`config.mk`:
```
export PLATFORM = sky130hd
export DESIGN_NAME = minmax_tracker
export DESIGN_NICKNAME = d
export VERILOG_FILES = /design/src/rtl/minmax_tracker.sv
export SDC_FILE = /design/constraint.sdc
export NUM_CORES = 1
export LEC_CHECK = 0
export ABC_AREA = 0
export CAP_MARGIN = 15
export CORE_ASPECT_RATIO = 1.4
export CORE_MARGIN = 5
export CORE_UTILIZATION = 51
export DETAILED_ROUTE_END_ITERATION = 6
export GPL_ROUTABILITY_DRIVEN = 0
export PLACE_DENSITY = 0.91
export SLEW_MARGIN = 5
export SYNTH_ARGS = -nofsm -noshare
export SYNTH_HDL_FRONTEND = slang
export SYNTH_SLANG_ARGS = --single-unit
```
`constraint.sdc`:
```
create_clock -name clk -period 2.2 [get_ports clk]
set_input_delay 0.44 -clock clk [delete_from_list [all_inputs] [get_ports clk]]
set_output_delay 0.44 -clock clk [all_outputs]
set_load 0.01 [all_outputs]
```
`src/rtl/minmax_tracker.sv`:
```
// Running min/max tracker over a window of unsigned samples.
// Keeps registered extremes, a saturating sample count and one-cycle
// pulses that flag when the last accepted sample set a new extreme.
module minmax_tracker #(
  parameter int N     = 8,
  parameter int CNT_W = 16
) (
  input  logic             clk,
  input  logic             rst,
  input  logic             in_valid,
  input  logic [N-1:0]     in_data,
  input  logic             clear,
  output logic [N-1:0]     min_out,
  output logic [N-1:0]     max_out,
  output logic [CNT_W-1:0] count,
  output logic             out_valid,
  output logic             new_min,
  output logic             new_max,
  output logic             count_sat
);

  typedef enum logic {EMPTY = 1'b0, TRACK = 1'b1} state_t;

  localparam logic [CNT_W-1:0] CNT_MAX = '1;
  localparam logic [CNT_W-1:0] CNT_ONE = CNT_W'(1);

  state_t           state_q, state_d;
  logic [N-1:0]     min_q, min_d;
  logic [N-1:0]     max_q, max_d;
  logic [CNT_W-1:0] cnt_q, cnt_d;
  logic             nmin_q, nmin_d;
  logic             nmax_q, nmax_d;

  // Increment that sticks at all-ones instead of wrapping to zero.
  function automatic logic [CNT_W-1:0] sat_inc(input logic [CNT_W-1:0] v);
    return (v == CNT_MAX) ? v : v + CNT_ONE;
  endfunction

  // State and datapath registers; reset returns every output to zero at once.
  always_ff @(posedge clk or posedge rst) begin
    if (rst) begin
      state_q <= EMPTY;
      min_q   <= '0;
      max_q   <= '0;
      cnt_q   <= '0;
      nmin_q  <= 1'b0;
      nmax_q  <= 1'b0;
    end else begin
      state_q <= state_d;
      min_q   <= min_d;
      max_q   <= max_d;
      cnt_q   <= cnt_d;
      nmin_q  <= nmin_d;
      nmax_q  <= nmax_d;
    end
  end

  // Next-state: a sample on a fresh window (EMPTY or clear) seeds both
  // extremes; clear alone empties the window; otherwise extend the window.
  always_comb begin
    state_d = state_q;
    min_d   = min_q;
    max_d   = max_q;
    cnt_d   = cnt_q;
    nmin_d  = 1'b0;
    nmax_d  = 1'b0;
    if (in_valid && (clear || state_q == EMPTY)) begin
      state_d = TRACK;
      min_d   = in_data;
      max_d   = in_data;
      cnt_d   = CNT_ONE;
      nmin_d  = 1'b1;
      nmax_d  = 1'b1;
    end else if (clear) begin
      state_d = EMPTY;
      min_d   = '0;
      max_d   = '0;
      cnt_d   = '0;
    end else if (in_valid) begin
      // Both tests are independent so an inconsistent min>max still updates both.
      if (in_data < min_q) begin
        min_d  = in_data;
        nmin_d = 1'b1;
      end
      if (in_data > max_q) begin
        max_d  = in_data;
        nmax_d = 1'b1;
      end
      cnt_d = sat_inc(cnt_q);
    end
  end

  assign min_out   = min_q;
  assign max_out   = max_q;
  assign count     = cnt_q;
  assign out_valid = (state_q == TRACK);
  assign new_min   = nmin_q;
  assign new_max   = nmax_q;
  assign count_sat = (cnt_q == CNT_MAX);

endmodule

```
---- After elaboration in Yosys (flattened, before gate mapping) ----
Cells that the tools add are included.
storage, ports and cells
  flip-flop bits (word level) ............. 35
  bits of input ports ..................... 12
  output and inout port bits .............. 36
  word-level logic and storage cells ...... 43
operators by class
  $add $sub $neg .......................... 1
  $lt $le $gt $ge ......................... 2
  equality and inequality tests ........... 2
  muxes and demuxes ....................... 22
  bitwise gates (word level) .............. 1
  reduce and logical (&&, ||, !) cells .... 9
operators with widths
  cell                     count
  $mux W16                 4
  $mux W8                  8
  $add A16 B1 Y16 const B  1
  $eq A16 B16 Y1 const B   1
  $mux W1                  10
  $reduce_bool A3 Y1       3
  $gt A8 B8 Y1             1
  $lt A8 B8 Y1             1
  $reduce_and A2 Y1        3
  $ne A3 B2 Y1 const B     1
  $reduce_bool A2 Y1       1
  $logic_and A1 B1 Y1      1
  $logic_or A1 B1 Y1       1
  $not A1 Y1               1

---- Depth between registers and ports, before layout ----
Gate-level depths: netlist of the first run.
  depth in word-level cells ............... 5
  mapped depth ............................ 8
  gate-level depth less buffers ........... 6

---- Least setup slack after synthesis of the first run ----
No wires, ideal clock.
  kind .................................... register -> register
  start point ............................. register max_q[3], in the netlist max_out[3]
  end point ............................... register max_q[1], in the netlist max_out[1]
  library setup time ...................... 134 ps
  arrival ................................. 1742 ps
  data required time ...................... 2066 ps
  path slack .............................. 325 ps
  cell stages (with the launch flop) ...... 8
  buffers on the path ..................... 1
  clock period less this slack ............ 1875 ps
  cells stage by stage .................... dfrtp_1 inv_1 ha_1 a21o_1 a211oi_4 a31o_1 buf_6 o211ai_2
on the way
  longest elaborated chain between the ends .. 3
RTL lines
  item                                 RTL line  source
  from (decl)                          29        logic [N-1:0] max_q, max_d;
  from (signal assigned)               51        max_q <= max_d;
  $gt A8 B8 Y1                         85        if (in_data > max_q) begin
  $reduce_bool A3 Y1 (no source line)  n/a
  $reduce_and A2 Y1 (no source line)   n/a
No other way between the ends.
A chain may end at the register's enable or synchronous reset.

---- Worst setup path after layout of the first run ----
  start point ............................. input in_data[1]
  end point ............................... register min_q[3], in the netlist min_out[3]
on the way
  longest elaborated chain between the ends .. 3
RTL lines
  item                                 RTL line  source
  from (decl)                          11        input logic [N-1:0] in_data,
  $lt A8 B8 Y1                         81        if (in_data < min_q) begin
  $reduce_bool A3 Y1 (no source line)  n/a
  $reduce_and A2 Y1 (no source line)   n/a
  to (signal assigned)                 50        min_q <= min_d;
  to (decl)                            28        logic [N-1:0] min_q, min_d;
No other way between the ends.

==> flow_summary.json, run 1 <==
{
  "status": "complete, no violations",
  "cpMaxStageDelayCell": "a2111oi_2",
  "antenna_left": 0,
  "synth_edf_count": 0,
  "total_power_mw": 1.75,
  "vdd_drop_max_mv": 0.354,
  "worst_pin_slew_ns": 0.531,
  "critPathRequiredTime_ns": 2.36,
  "drtIter0Drc": 126,
  "syn-mean-instance-area_um2": 9.51,
  "syn-cell-area_um2": 2320,
  "drc": 0,
  "wl_per_cell_um": 16.4,
  "clkTransAtPathRegs_ns": 0.07,
  "ys_seq_area_frac": 0.378,
  "yosysWarnings": 0,
  "worstSetupPathType": "in2reg",
  "max_freq_mhz": 471,
  "num_rows": 29,
  "rr_worst_depth": 5,
  "cp.depth": 5,
  "worstSetupEndpointType": "flip-flop",
  "fin_ws_ns": 0.0747,
  "path_delay_family": "compound AO/OA/AOI/OAI gates",
  "layout_commonest_cell": "clkdlybuf4s50_1",
  "finalHoldViolCount": 0,
  "r2r_setup_slack_ns": 0.28,
  "hold_path.class": "reg2reg",
  "whs_ns": 0.510,
  "post_drt_via_cell_ratio": 5.89,
  "dp_hpwl_um": 4850,
  "dpl_worst_slack_ns": -0.291,
  "cts_root_buf": "clkbuf_8",
  "cap_violations": 0,
  "coreArea_um2": 4460,
  "worst_clock_skew_ns": 0.00730,
  "path_cells": "clkdlybuf4s50_1 -> ha_1 -> a2111oi_2 -> o211a_1 -> o32ai_1",
  "ys.flop_type": "dfrtp_1",
  "final.period_utilization": 0.966,
  "ys_types": 50,
  "io_pins": 48,
  "start_kind": "primary input",
  "leakagePower_nw": 1.39,
  "grt_pass1_wl_um": 10900,
  "numCtsBuffers": 5,
  "drive_gt1_frac": 0.186,
  "die-area_um2": 6020,
  "multi_input_area_um2": 1300,
  "drv_slew": 0,
  "grt_overflow": 0,
  "syn-num-nets": 272,
  "cts_tree": "built",
  "via_count": 2263,
  "cts.path.max_buffers": 2,
  "grt_use_total": 0.230,
  "insertedDiodeCount": 0,
  "grt_pass1_vias": 2351,
  "initial_core_util": 0.520,
  "seq_area_um2": 876,
  "cts_hold_buf": 0,
  "ys_async_sr_fraction": 1.00,
  "relSlewSlack": 0.645,
  "antenna_found_initial": 0,
  "htreeDepth": 2,
  "critPathBufInv": 1,
  "arrival_ns": 2.28,
  "synth-seq-cells": 35,
  "finalNetCount": 349,
  "grt_max_degree": 36,
  "yosys.area.top_type": "dfrtp_1",
  "fillers": 343,
  "critPathMaxStageDelay_ns": 0.51,
  "whs_path_depth": 1,
  "most-common-layout-cells": "46 x clkdlybuf4s50_1, 35 x dfrtp_1, 34 x buf_4, 33 x nand2_1, 20 x inv_1",
  "area_growth_pct": 35.2,
  "io_buffers": 47,
  "die_w_um": 67,
  "wirelength_um": 6290,
  "utilization": 0.703,
  "clock_sinks": 35,
  "powerDensity_nw_per_um2": 558,
  "firstDrtPassIters": 4,
  "finalSetupViolations": 0,
  "crit_fanout": 8,
  "clk_latency_ns": 0.29,
  "synth.area.top_cells": "dfrtp_1 38%, ha_1 8.6%, nand2_1 5.3%",
  "yosys.area.top_type_share": 0.378,
  "die_y_um": 89.8,
  "fin_crit_ns": 2.13,
  "synth_cells": 244
}
## sequential cells by signal (all words and copies together) (netlist names)
signal and cells:
max_out 8, new_max 1, min_out 8, new_min 1, out_valid 1, count 16
## worst register-to-register path, stage by stage (launching register included)
cell and delay, ns:
dfrtp_1 0.40, inv_1 0.06, ha_1 0.29, a2111oi_2 0.51
o211a_1 0.40, o32ai_1 0.14
## final cells by class
type | count | share of cell area
clock inverter | 1 | 0.00160
clock buffer | 7 | 0.0243
timing repair buffer | 81 | 0.231
tap | 62 | 0.0247
sequential | 35 | 0.279
inverter | 20 | 0.0239
multi-input combinational | 178 | 0.415
## report_power, final
part	leakage (nW)	switching, mW	total (mW)	internal, mW
sequential	0.458	0.0537	0.751	0.697
clock	0.0422	0.231	0.453	0.222
combinational	0.886	0.277	0.545	0.268
## routing by layer
layer / GRT usage / vias up / routed length, µm / part of all wire
met3: 0.0449 / 13 / 329 / 0.052
met2: 0.408 / 79 / 3490 / 0.55
met5: 0 / - / 0 / 0
li1: - / 1067 / - / -
met4: 0.0897 / 0 / 129 / 0.021
met1: 0.260 / 1104 / 2340 / 0.37
## cells in the mapped netlist (2+ instances only)
cell	number
and2_1	2
dfrtp_1	35
inv_1	20
or3_1	2
o211ai_2	8
a21oi_1	11
o32ai_1	8
nand2_1	33
buf_6	3
clkbuf_1	2
buf_2	3
nand4_1	13
ha_1	16
nor2_1	7
mux2i_1	6
nor2b_1	2
or4_1	3
and4_1	5
buf_4	2
o21ai_0	9
a31oi_1	6
o211a_1	2
nand2b_1	8
o31ai_1	6
nand3_1	6
and3_1	2
## cell families after synthesis
family,share of synthesized area
and+or+nand+nor,0.215
AOI/OAI and AO/OA,0.230
DFF,0.378
buffers and inverters,0.0653
adders and majority gates,0.0863
muxes,0.0259
## repair_timing
item / 4_1_cts / 5_1_grt
setup endpoints to repair: 1 / 18
gates resized for setup: 1 / 3
buffers inserted: 2 / 0
## per-stage QoR
| step | cell area [µm²] | setup TNS (ns) | instances |
|---|---|---|---|
| after floorplan | 2320 | 0 | 244 |
| after global placement | 3030 | -2.74 | 374 |
| after detailed placement | 3030 | -4.11 | 374 |
| after CTS | 3130 | 0 | 384 |
| after global routing | 3140 | -0.00459 | 384 |
| final | 3140 | 0 | 384 |
## worst paths after layout
| path | startpoint | end |
|---|---|---|
| max | in_data[1] | min_out[3] |
| min | count[14] | count[14] |
| max reg2reg | min_out[1] | min_out[3] |
| min reg2reg | count[14] | count[14] |
| max in group asynchronous | rst | new_min |
| min in group asynchronous | rst | min_out[5] |
Power figures use the tool's default switching activity.
==> run 2, diff against run 1 <==
CORE_UTILIZATION = 42   (was 51)
PLACE_DENSITY = 0.79   (was 0.91)
==> run 2 against run 1 <==
Effect of this change: clock skew about the same; count of clock-buffer cells in the layout shrank 1; largest cell class unchanged; design area up 1.5%; flip-flop and latch count unchanged; utilization down 12 points; clock power is 6.2% higher; routed wire length decreased by 1.4%; setup slack gained 0.094 ns.
==> flow_summary.json, run 2 (same netlist as run 1, synthesis figures left out) <==
{
  "status": "complete, no violations",
  "hold_path.class": "reg2reg",
  "critPathMaxStageDelay_ns": 0.46,
  "wirelength_um": 6200,
  "grt_max_degree": 36,
  "worstSetupEndpointType": "flip-flop",
  "worst_pin_slew_ns": 0.460,
  "finalSetupViolations": 0,
  "critPathRequiredTime_ns": 2.36,
  "via_count": 2241,
  "leakagePower_nw": 1.41,
  "worstSetupPathType": "in2reg",
  "dp_hpwl_um": 4920,
  "die_y_um": 97.9,
  "critPathBufInv": 1,
  "wl_per_cell_um": 15.8,
  "initial_core_util": 0.426,
  "clkTransAtPathRegs_ns": 0.07,
  "clock_sinks": 35,
  "most-common-layout-cells": "46 x clkdlybuf4s50_1, 38 x buf_4, 35 x dfrtp_1, 33 x nand2_1, 20 x inv_1",
  "coreArea_um2": 5450,
  "arrival_ns": 2.19,
  "antenna_left": 0,
  "drc": 0,
  "clk_latency_ns": 0.29,
  "setup_tns_ns": 0,
  "finalHoldViolCount": 0,
  "max_freq_mhz": 492,
  "area_growth_pct": 37.2,
  "path_delay_family": "compound AO/OA/AOI/OAI gates",
  "cts_hold_buf": 0,
  "io_buffers": 47,
  "largest_register_ffs": 16,
  "die_w_um": 72.8,
  "drtIter0Drc": 100,
  "crit_fanout": 8,
  "fin_crit_ns": 2.03,
  "worst_clock_skew_ns": 0.00703,
  "grt_pass1_wl_um": 10200,
  "post_drt_via_cell_ratio": 5.70,
  "grt_overflow": 0,
  "cts.path.max_buffers": 2,
  "total_power_mw": 1.78,
  "antenna_found_initial": 0,
  "drive_gt1_frac": 0.206,
  "start_kind": "primary input",
  "numCtsBuffers": 5,
  "drv_slew": 0,
  "die-area_um2": 7130,
  "path_cells": "clkdlybuf4s50_1 -> ha_1 -> a2111oi_2 -> o211a_1 -> o32ai_1",
  "vdd_drop_max_mv": 0.253,
  "cpMaxStageDelayCell": "clkdlybuf4s50_1",
  "powerDensity_nw_per_um2": 558,
  "num_rows": 32,
  "grt_pass1_vias": 2304,
  "design_area_um2": 3180,
  "io_pins": 48,
  "firstDrtPassIters": 4,
  "insertedDiodeCount": 0,
  "placedInstanceArea_um2": 3050,
  "grt_use_total": 0.178,
  "relSlewSlack": 0.694,
  "cts_root_buf": "clkbuf_8",
  "rsz0062_at_grt": "false",
  "final.period_utilization": 0.923,
  "layout_commonest_cell": "clkdlybuf4s50_1",
  "cap_violations": 0,
  "cts_tree": "built",
  "htreeDepth": 2,
  "finalNetCount": 353
}
run 2: cell types whose count changed in the layout (fill, tap and decap cells not counted), sizes merged:
| cell | previous run | this run |
|---|---|---|
| buf | 34 | 38 |
| clkbuf | 7 | 6 |
run 2: area by class of cell:
| class | count | area [µm²] |
|---|---|---|
| Clock buffer | 6 | 82.6 |
| Clock inverter | 1 | 5.00 |
| Fill cell | 506 | 2260 |
| Inverter | 20 | 75.1 |
| Multi-Input combinational cell | 178 | 1300 |
| Sequential cell | 35 | 876 |
| Tap cell | 68 | 85.1 |
| Timing Repair Buffer | 85 | 754 |
run 2: worst paths after layout:
| kind | start | end | slack [ns] | cells after the start |
|---|---|---|---|---|
| max in group asynchronous | rst | max_out[2] | 1.32 | 3 |
| min in group asynchronous | rst | min_out[4] | 0.55 | 3 |
| worst max-delay path | in_data[1] | min_out[6] | 0.17 | 5 |
| worst min-delay path | count[14] | count[14] | 0.52 | 1 |
| worst max register to register | max_out[5] | max_out[7] | 0.36 | 6 |
| worst min register to register | count[14] | count[14] | 0.52 | 1 |
run 2: timing repair:
action                                  CTS  global route
gates resized for setup                   4             2
hold endpoints to repair                  0             0
setup buffers                             4             0
endpoints found under the setup margin    1            13
run 2: stage by stage:
| step | utilization | hold WS (ns) | setup slack, ns | std cells |
|---|---|---|---|---|
| 5_1_grt | 0.584 | 0.554 | 0.0589 | 393 |
| 6_report | 0.584 | 0.519 | 0.169 | 393 |
| 3_5_place_dp | 0.561 | 0.507 | -0.257 | 382 |
| 3_3_place_gp | 0.561 | 0.500 | -0.196 | 382 |
| 2_1_floorplan | - | 0.541 | 0.325 | 244 |
| 4_1_cts | 0.584 | 0.533 | 0.0474 | 393 |
run 2: where the power goes:
group          leakage (nW)  total (mW)  internal (mW)  switching (mW)
Combinational         0.907       0.547          0.271           0.277
Sequential            0.458       0.748          0.697          0.0511
Clock                0.0470       0.481          0.246           0.236
Total                  1.41        1.78           1.21           0.563
run 2: routing by layer:
metal	GRT usage	routed length (µm)	up-vias
met1	0.183	2330	1096
met5	0	0	-
met2	0.334	3410	55
li1	-	-	1078
met3	0.0360	289	12
met4	0.0767	168	0
==> run 3, diff against run 2 <==
CORE_ASPECT_RATIO = 2   (was 1.4)
==> run 3 against run 2 <==
Effect of this change: design area about the same; setup slack worse by 0.031 ns; critical endpoint is now min_out[7]; global-route usage up 2.1 points; routed wire length grew 9.0%; critical path type unchanged; cell count shrank 1.5%; die area rose by 0.97%; sequential power barely moved; flip-flop and latch count is the same; first-iteration DRC count shrank 23%; count of clock-buffer cells in the layout up 1; sequential share of layout area is essentially flat; highest routed layer unchanged.
==> flow_summary.json, run 3 (same netlist as run 1, synthesis figures left out) <==
{
  "largest_register_ffs": 16,
  "start_kind": "primary input",
  "clock_sinks": 35,
  "swShare": 0.322,
  "drc": 0,
  "p_comb_frac": 0.316,
  "finalNetCount": 354,
  "leakagePower_nw": 1.42,
  "die_y_um": 115,
  "critPathRequiredTime_ns": 2.35,
  "grt_overflow": 0,
  "drv_slew": 0,
  "via_count": 2284,
  "numCtsBuffers": 5,
  "antenna_found_initial": 0,
  "dp_hpwl_um": 5180,
  "insertedDiodeCount": 0,
  "die_w_um": 62.6,
  "area_growth_pct": 37.1,
  "placedInstanceArea_um2": 3070,
  "worstSetupPathType": "in2reg",
  "p_sw_mw": 0.569,
  "clk_latency_ns": 0.29,
  "htreeDepth": 2,
  "clkTransAtPathRegs_ns": 0.07,
  "vdd_drop_max_mv": 0.450,
  "grt_pass1_wl_um": 11400,
  "cts_root_buf": "clkbuf_8",
  "fin_crit_ns": 2.06,
  "drive_gt1_frac": 0.196,
  "most-common-layout-cells": "46 x clkdlybuf4s50_1, 38 x buf_4, 35 x dfrtp_1, 33 x nand2_1, 20 x inv_1",
  "cts.path.max_buffers": 2,
  "rsz0062_at_grt": "false",
  "worst_pin_slew_ns": 0.568,
  "hold_path.class": "reg2reg",
  "post_drt_via_cell_ratio": 5.90,
  "max_freq_mhz": 485,
  "die-area_um2": 7200,
  "drtIter0Drc": 77,
  "clkPwrFrac": 0.260,
  "num_rows": 38,
  "cts_hold_buf": 0,
  "finalSetupViolations": 0,
  "finalHoldViolCount": 0,
  "cts_tree": "built",
  "crit_fanout": 9,
  "grt_max_degree": 36,
  "coreArea_um2": 5420,
  "dpl_worst_slack_ns": -0.158,
  "powerDensity_nw_per_um2": 555,
  "antenna_left": 0,
  "setup_tns_ns": 0,
  "status": "complete, no violations",
  "intPower_mw": 1.20,
  "design_area_um2": 3180,
  "arrival_ns": 2.21,
  "grt_use_total": 0.199,
  "wirelength_um": 6760,
  "io_buffers": 47,
  "fin_ws_ns": 0.137,
  "io_pins": 48,
  "layout_commonest_cell": "clkdlybuf4s50_1",
  "worstSetupEndpointType": "flip-flop",
  "relSlewSlack": 0.620,
  "wl_per_cell_um": 17.5,
  "final.period_utilization": 0.938,
  "firstDrtPassIters": 4,
  "cap_violations": 0,
  "initial_core_util": 0.428,
  "worst_clock_skew_ns": 0.00775,
  "grt_pass1_vias": 2436,
  "fillers": 505,
  "pwr-share-seq": 0.424
}
## run 3: routing by layer
metal	global-route usage	up-vias	wire length [µm]
li1	-	1078	-
met1	0.209	1095	2460
met2	0.355	88	3630
met3	0.0401	23	325
met4	0.126	0	344
met5	0	-	0
## run 3: through the flow
stage          total power, mW  hold slack, ns  std cells   util
2_1_floorplan             1.04           0.541        244      -
3_5_place_dp              1.32           0.504        376  0.567
4_1_cts                   1.79           0.530        387  0.587
6_report                  1.77           0.526        387  0.587
3_3_place_gp              1.31           0.499        376  0.567
5_1_grt                   1.88           0.555        387  0.587
## run 3: power by group through the flow
| stage | sequential, mW | combinational, mW | clock, mW |
|---|---|---|---|
| 2_1_floorplan | 0.777 | 0.268 | 0 |
| 6_report | 0.748 | 0.558 | 0.459 |
| 5_1_grt | 0.757 | 0.615 | 0.504 |
| 3_3_place_gp | 0.758 | 0.547 | 0 |
| 4_1_cts | 0.749 | 0.561 | 0.479 |
| 3_5_place_dp | 0.761 | 0.559 | 0 |
## run 3: worst paths after layout
| kind | slack (ns) | end | cells after the start | from |
|---|---|---|---|---|
| setup / recovery | 0.14 | min_out[7] | 7 | in_data[7] |
| hold / removal | 0.53 | count[14] | 1 | count[14] |
| setup reg to reg | 0.30 | max_out[7] | 7 | max_out[7] |
| hold reg to reg | 0.53 | count[14] | 1 | count[14] |
| max in group asynchronous | 1.31 | min_out[3] | 3 | rst |
| min in group asynchronous | 0.55 | count[10] | 3 | rst |
## run 3: final cells by class
| class | instances | area, µm² | share of cell area |
|---|---|---|---|
| Timing Repair Buffer | 86 | 774 | 0.244 |
| Tap cell | 60 | 75.1 | 0.0236 |
| Inverter | 20 | 75.1 | 0.0236 |
| Multi-Input combinational cell | 178 | 1300 | 0.408 |
| Clock buffer | 7 | 76.3 | 0.0240 |
| Sequential cell | 35 | 876 | 0.275 |
| Clock inverter | 1 | 5.00 | 0.00157 |
## run 3: what timing repair did
item | in CTS | in global routing
resized for setup | 3 | 0
setup buffers | 3 | 0
endpoints found under the setup margin | 1 | 0
## run 3: worst max-delay path, cell delays in order
cell             delay (ns)
clkdlybuf4s50_1        0.43
buf_4                  0.15
ha_1                   0.29
nand2_1                0.07
o21a_1                 0.20
nor2_1                 0.44
o32ai_1                0.19
